## config.mk

```make
export PLATFORM = sky130hd
export DESIGN_NAME = pipe_ctrl_unit
export DESIGN_NICKNAME = d
export VERILOG_FILES = /design/src/rtl/ctrl_pkg.sv /design/src/rtl/ctrl_decode.sv /design/src/rtl/pipe_ctrl_unit.sv
export SDC_FILE = /design/constraint.sdc
export NUM_CORES = 1
export LEC_CHECK = 0
export ABC_AREA = 1
export CORE_UTILIZATION = 47
export DETAILED_ROUTE_END_ITERATION = 8
export PLACE_DENSITY = 0.86
export SLEW_MARGIN = 20
export SYNTH_ARGS = -nofsm -noshare
export SYNTH_HDL_FRONTEND = slang
export SYNTH_SLANG_ARGS = --single-unit
```

## constraint.sdc

```tcl
create_clock -name clk -period 1.9 [get_ports clk]
set_clock_uncertainty 0.05 [all_clocks]
set_input_delay 0.19 -clock clk [delete_from_list [all_inputs] [get_ports clk]]
set_output_delay 0.19 -clock clk [all_outputs]
set_load 0.02 [all_outputs]
```

## src/rtl/ctrl_pkg.sv

```systemverilog
// Shared opcode constants, control-field encodings and stage-register layouts
// for the pipelined main controller.
package ctrl_pkg;

  localparam logic [6:0] OP_LOAD   = 7'b0000011;
  localparam logic [6:0] OP_STORE  = 7'b0100011;
  localparam logic [6:0] OP_REG    = 7'b0110011;
  localparam logic [6:0] OP_IMM    = 7'b0010011;
  localparam logic [6:0] OP_BRANCH = 7'b1100011;
  localparam logic [6:0] OP_JAL    = 7'b1101111;
  localparam logic [6:0] OP_JALR   = 7'b1100111;
  localparam logic [6:0] OP_LUI    = 7'b0110111;
  localparam logic [6:0] OP_AUIPC  = 7'b0010111;

  typedef enum logic [1:0] {
    ALU_ADD    = 2'b00,
    ALU_BRANCH = 2'b01,
    ALU_REG    = 2'b10,
    ALU_IMM    = 2'b11
  } alu_op_e;

  typedef enum logic [1:0] {
    JUMP_NONE = 2'b00,
    JUMP_JAL  = 2'b01,
    JUMP_JALR = 2'b10
  } jump_e;

  typedef enum logic [1:0] {
    WB_ALU = 2'b00,
    WB_MEM = 2'b01,
    WB_PC4 = 2'b10,
    WB_IMM = 2'b11
  } wb_sel_e;

  typedef enum logic [1:0] {
    ST_RUN    = 2'b00,
    ST_DRAIN  = 2'b01,
    ST_HALTED = 2'b10
  } halt_state_e;

  typedef struct packed {
    logic    alu_src;
    alu_op_e alu_op;
    logic    branch;
    jump_e   jump;
    logic    mem_read;
    logic    mem_write;
    logic    reg_write;
    wb_sel_e wb_sel;
  } ctrl_word_t;

  // Later stages only carry the fields still consumed downstream.
  typedef struct packed {
    logic    mem_read;
    logic    mem_write;
    logic    reg_write;
    wb_sel_e wb_sel;
  } mem_ctrl_t;

  typedef struct packed {
    logic    reg_write;
    wb_sel_e wb_sel;
  } wb_ctrl_t;

  localparam ctrl_word_t CTRL_BUBBLE = '0;
  localparam mem_ctrl_t  MEM_BUBBLE  = '0;
  localparam wb_ctrl_t   WB_BUBBLE   = '0;

endpackage

```

## src/rtl/ctrl_decode.sv

```systemverilog
// Combinational ID-stage opcode decoder: control word, halt detect and
// illegal-opcode flag. The halt opcode is recognised but never illegal.
module ctrl_decode
  import ctrl_pkg::*;
#(
  parameter int         EXT_ISA     = 1,
  parameter logic [6:0] HALT_OPCODE = 7'b1111111
) (
  input  logic [6:0] opcode,
  output ctrl_word_t word,
  output logic       is_halt,
  output logic       illegal
);

  always_comb begin
    word    = CTRL_BUBBLE;
    is_halt = (opcode == HALT_OPCODE);
    illegal = 1'b0;
    case (opcode)
      OP_REG: begin
        word.alu_op    = ALU_REG;
        word.reg_write = 1'b1;
      end
      OP_IMM: begin
        word.alu_src   = 1'b1;
        word.alu_op    = ALU_IMM;
        word.reg_write = 1'b1;
      end
      OP_LOAD: begin
        word.alu_src   = 1'b1;
        word.mem_read  = 1'b1;
        word.reg_write = 1'b1;
        word.wb_sel    = WB_MEM;
      end
      OP_STORE: begin
        word.alu_src   = 1'b1;
        word.mem_write = 1'b1;
      end
      OP_BRANCH: begin
        word.branch = 1'b1;
        word.alu_op = ALU_BRANCH;
      end
      OP_JAL: begin
        if (EXT_ISA != 0) begin
          word.jump      = JUMP_JAL;
          word.reg_write = 1'b1;
          word.wb_sel    = WB_PC4;
        end else begin
          illegal = 1'b1;
        end
      end
      OP_JALR: begin
        if (EXT_ISA != 0) begin
          word.jump      = JUMP_JALR;
          word.alu_src   = 1'b1;
          word.reg_write = 1'b1;
          word.wb_sel    = WB_PC4;
        end else begin
          illegal = 1'b1;
        end
      end
      OP_LUI: begin
        if (EXT_ISA != 0) begin
          word.alu_src   = 1'b1;
          word.reg_write = 1'b1;
          word.wb_sel    = WB_IMM;
        end else begin
          illegal = 1'b1;
        end
      end
      OP_AUIPC: begin
        if (EXT_ISA != 0) begin
          word.alu_src   = 1'b1;
          word.reg_write = 1'b1;
          word.wb_sel    = WB_ALU;
        end else begin
          illegal = 1'b1;
        end
      end
      default: illegal = !is_halt;
    endcase
  end

endmodule

```

## src/rtl/pipe_ctrl_unit.sv

```systemverilog
// Pipelined main controller: ID decode, ID/EX, EX/MEM and MEM/WB control
// registers, and the RUN/DRAIN/HALTED halt sequencer.
//
// Handshake: there is no valid/ready pair here. id_valid qualifies the ID
// opcode; stall and flush are unconditional commands that win over decode
// (flush > stall > decode), and EX/MEM/WB advance every cycle regardless.
module pipe_ctrl_unit
  import ctrl_pkg::*;
#(
  parameter int         DRAIN_CYCLES = 3,
  parameter int         EXT_ISA      = 1,
  parameter logic [6:0] HALT_OPCODE  = 7'b1111111
) (
  input  logic       clk,
  input  logic       reset,
  input  logic       id_valid,
  input  logic [6:0] opcode,
  input  logic       stall,
  input  logic       flush,
  output logic       ex_alu_src,
  output logic [1:0] ex_alu_op,
  output logic       ex_branch,
  output logic [1:0] ex_jump,
  output logic       mem_read,
  output logic       mem_write,
  output logic       wb_reg_write,
  output logic [1:0] wb_sel,
  output logic       halt_req,
  output logic       halted,
  output logic       illegal,
  output logic       illegal_seen,
  output logic [1:0] fsm_state
);

  localparam int CNT_W = $clog2(DRAIN_CYCLES + 1);
  localparam logic [CNT_W-1:0] CNT_LOAD = CNT_W'(DRAIN_CYCLES - 1);
  localparam logic [CNT_W-1:0] CNT_ONE  = CNT_W'(1);

  generate
    if (DRAIN_CYCLES < 1) begin : g_bad_drain
      $error("pipe_ctrl_unit: DRAIN_CYCLES must be at least 1");
    end
  endgenerate

  ctrl_word_t  dec_word;
  logic        dec_halt;
  logic        dec_illegal;
  logic        issue_ok;
  logic        halt_take;
  ctrl_word_t  id_word;
  ctrl_word_t  id_ex;
  mem_ctrl_t   ex_mem;
  wb_ctrl_t    mem_wb;
  halt_state_e state, next_state;
  logic [CNT_W-1:0] cnt, next_cnt;

  ctrl_decode #(
    .EXT_ISA     (EXT_ISA),
    .HALT_OPCODE (HALT_OPCODE)
  ) u_decode (
    .opcode  (opcode),
    .word    (dec_word),
    .is_halt (dec_halt),
    .illegal (dec_illegal)
  );

  assign issue_ok  = id_valid & ~flush & ~stall;
  assign halt_take = issue_ok & dec_halt & (state == ST_RUN);
  assign illegal   = issue_ok & dec_illegal & ~reset;

  always_comb begin
    id_word = CTRL_BUBBLE;
    if (issue_ok && (state == ST_RUN) && !dec_illegal && !dec_halt) begin
      id_word = dec_word;
    end
  end

  always_ff @(posedge clk or posedge reset) begin
    if (reset) begin
      id_ex        <= CTRL_BUBBLE;
      ex_mem       <= MEM_BUBBLE;
      mem_wb       <= WB_BUBBLE;
      illegal_seen <= 1'b0;
    end else begin
      id_ex            <= id_word;
      ex_mem.mem_read  <= id_ex.mem_read;
      ex_mem.mem_write <= id_ex.mem_write;
      ex_mem.reg_write <= id_ex.reg_write;
      ex_mem.wb_sel    <= id_ex.wb_sel;
      mem_wb.reg_write <= ex_mem.reg_write;
      mem_wb.wb_sel    <= ex_mem.wb_sel;
      if (illegal) begin
        illegal_seen <= 1'b1;
      end
    end
  end

  assign ex_alu_src   = id_ex.alu_src;
  assign ex_alu_op    = id_ex.alu_op;
  assign ex_branch    = id_ex.branch;
  assign ex_jump      = id_ex.jump;
  assign mem_read     = ex_mem.mem_read;
  assign mem_write    = ex_mem.mem_write;
  assign wb_reg_write = mem_wb.reg_write;
  assign wb_sel       = mem_wb.wb_sel;

  always_ff @(posedge clk or posedge reset) begin
    if (reset) begin
      state <= ST_RUN;
      cnt   <= '0;
    end else begin
      state <= next_state;
      cnt   <= next_cnt;
    end
  end

  // cnt holds the DRAIN cycles still to go, including the current one, so
  // HALTED is entered exactly DRAIN_CYCLES cycles after HALT leaves ID.
  always_comb begin
    next_state = state;
    next_cnt   = cnt;
    case (state)
      ST_RUN: begin
        if (halt_take) begin
          if (CNT_LOAD == '0) begin
            next_state = ST_HALTED;
          end else begin
            next_state = ST_DRAIN;
            next_cnt   = CNT_LOAD;
          end
        end
      end
      ST_DRAIN: begin
        if (flush) begin
          next_state = ST_RUN;
          next_cnt   = '0;
        end else if (cnt <= CNT_ONE) begin
          next_state = ST_HALTED;
          next_cnt   = '0;
        end else begin
          next_cnt = cnt - CNT_ONE;
        end
      end
      ST_HALTED: begin
        next_state = ST_HALTED;
      end
      default: begin
        next_state = ST_RUN;
        next_cnt   = '0;
      end
    endcase
  end

  always_comb begin
    halt_req = 1'b0;
    halted   = 1'b0;
    case (state)
      ST_DRAIN: halt_req = 1'b1;
      ST_HALTED: begin
        halt_req = 1'b1;
        halted   = 1'b1;
      end
      default: ;
    endcase
  end

  assign fsm_state = state;

endmodule

```

==> results by group <==
Synthesis
  • Flops & latches, synth: 24
  • Synthesized cell area: ~1100 sq um
  • Net Count, Synth: 141
  • Synth warn: 0
  • Average size of a mapped cell: 8.97 sq um
  • Syn Inst Count: 126
  • Seq/Total Area, Yosys: around 53%
  • Cell variety after synth: 21

Placement
  • Gpl congestion: 0.962
  • Dpl cell area: 1520 sq um
  • HPWL after DPL: about 1800 um
  • I/O Buffers: 28
  • Cells after DPL: between 150 and 200

Setup path
  • Crit end category: output pin
  • Reg2reg end: ex_alu_src
  • Crit path DAT: 1550 ps
  • Worst setup path class: in -> out
  • Crit path required time: 1660 ps
  • R2R setup slack: 300 ps
  • CP max FO: 4
  • Reg2Reg Depth: 6
  • Reg2reg start: fsm_state[1]
  • Critical Path Source Type: input pin

Detailed routing
  • DRT iter0 DRCs: 15
  • Vias per cell: 4.71
  • Avg WL per Cell: approximately 11 um
  • Initial DRT Pass Iterations: 4
  • # DRC: 0
  • Detail Route Antenna Nets: 0
  • Total number of vias: roughly 930
  • Post-Route WL: ~2200 um

CTS
  • H-tree Lvls: 1
  • CTS Buffer Depth: 2
  • Worst-Skew Late Latency: about 310 ps
  • Post-CTS setup buffer count: 0
  • Root buffer cell: clkbuf_4
  • Clk pin slew, worst setup/hold paths: 130 ps
  • TritonCTS Buffers: 3
  • CTS tree: built
  • Clk sinks: 24

Hold path
  • Hold Path Stages: 3
  • Hold worst-path end: id_ex[3]
  • Min-Delay Path Class: in -> reg
  • Min-delay src: opcode[5]

Flow run
  • Maxcap violations: 0

Floorplan
  • Die Span Y: approximately 50 um
  • Io pins: 29
  • # rows: 17
  • Die area: 2600 sq um
  • Die extent in x: a little over 50 um
  • Starting Density: 50.6%
  • Core box area: 2230 sq um

Pwr
  • Pwr dens: 851 nW/um^2
  • Leak: 0.841 nW
  • Final Total Pwr: 1.35 mW
  • Peak supply drop: 0.561 mV

Global routing
  • GRT Total Usage: between 10% and 20%
  • Largest net degree at the start of global routing: 25
  • Grt total ovfl: 0
  • Initial antenna violation count: 0
  • Vias in the first global route: around 940
  • First-pass GRT wire length: 3840 um

Final layout
  • Final Util: approximately 70%
  • Area grow syn2layout: 40.2%
  • FILL cells: 169
  • Nets: 185
  • Fin cells: 197
  • Final instance area: 1580 sq um
  • Diodes inserted: 0
  • Share of layout cells above drive strength 1: 25.4%

STA
  • Fmax: about 560 MHz
  • Hold Fails Final Rpt: 0
  • Final worst-path cycle share: between 90% and 100%
  • Relative slew slack: 79.9%
  • Worst Max-Slew Pin Slew: 301 ps
  • RSZ-0062 raised after global routing: false
  • Minimum clock period: 1790 ps
  • Pins Over Slew Limit: 0
  • Setup violations, final: 0
  • TNS Setup: 0 ps

Status
  • Outcome: completed
## synthesized netlist by cell type
cell type	n	share of area, %
buf_6	1	1.0
o21ai_2	1	0.78
or2_2	1	0.55
nand2_1	24	8.0
inv_1	16	5.3
inv_2	2	0.66
o21ai_0	4	1.8
nand2_4	1	1.0
dfrtp_1	24	53
nand2_2	1	0.55
nand4_1	3	1.7
nor2_2	12	6.6
nand3_1	11	4.9
nor2_4	1	1.0
nand3_2	1	0.89
a211oi_1	1	0.66
nor2_1	12	4.0
buf_4	4	2.7
o21a_1	1	0.66
a21oi_1	2	0.89
ha_1	3	3.3
## kinds of logic (layout without fill, tap and decap cells)
group	after synthesis	in the layout	synth area share, %
flops	24	24	53.2
fa+ha+maj	3	3	3.32
compound gates	9	9	4.76
simple gates	67	67	29.1
buf+inv	23	66	9.64
## metrics by stage
stage                     setup slack (ps)  hold WS [ps]
after floorplan                        406           155
after global placement                -244           282
after detailed placement              -310           285
after CTS                             14.6           217
after global routing                  17.3           217
final                                  114           183
## metal layers
metal	up-vias	global-route usage (%)	share of wire, %
li1	476	-	-
met1	430	23.4	44
met2	20	36.8	53
met3	2	1.79	2.5
met4	0	6.48	0.86
met5	-	0	0
## worst max-delay path by stage
stage	startpoint	end	cells past startpoint
3_5_place_dp	opcode[4]	illegal	10
4_1_cts	fsm_state[0]	halted	3
2_1_floorplan	fsm_state[1]	id_ex[4]	7
6_report	opcode[6]	illegal	10
5_1_grt	opcode[6]	illegal	10
3_3_place_gp	opcode[4]	illegal	10
## sequential cells by signal, summed over array words and instances (netlist names), 2 cells and up
register	count
cnt	2
id_ex	5
ex_alu_op	2
fsm_state	2
ex_mem	3
wb_sel	2
ex_jump	2
## report_power, final
part           switching, mW  internal, mW
clock network          0.147         0.213
logic                  0.232         0.170
registers             0.0366         0.549
total                  0.416         0.932
## cells in the final DEF (no fill, tap or decap), types with 2 or more instances in the layout
cell,count
nor2_2,13
inv_1,16
dfrtp_1,24
clkbuf_4,3
o21ai_0,4
buf_4,16
nor2_1,11
dlymetal6s2s_1,3
nand2_1,24
inv_2,2
ha_1,3
nand3_1,11
nand4_1,3
clkdlybuf4s50_1,23
## worst max-delay path, cell delays in order
cell,delay [ps]
clkdlybuf4s50_1,500
inv_1,100
nand2_1,100
nor2_1,60
nand2_1,70
nand2_1,50
nor2_2,120
nand3_1,130
inv_1,70
buf_2,150
## final cells by class
cell class,count,area (sq um),area share [%]
clock buffer,3,22.5,1.42
clock inverter,1,30.0,1.90
inverter,18,67.6,4.27
timing repair buffer,44,402,25.4
multi-input combinational,79,427,26.9
sequential,24,601,37.9
tap,28,35.0,2.21
## repair_timing
| item | in CTS | in global routing |
|---|---|---|
| endpoints found under the setup margin | 2 | 2 |
| endpoints found under the hold margin | 0 | 0 |
| gates cloned | 0 | 0 |
| resized for setup | 5 | 5 |
| hold buffers | 0 | 0 |
Power figures use the tool's default switching activity.
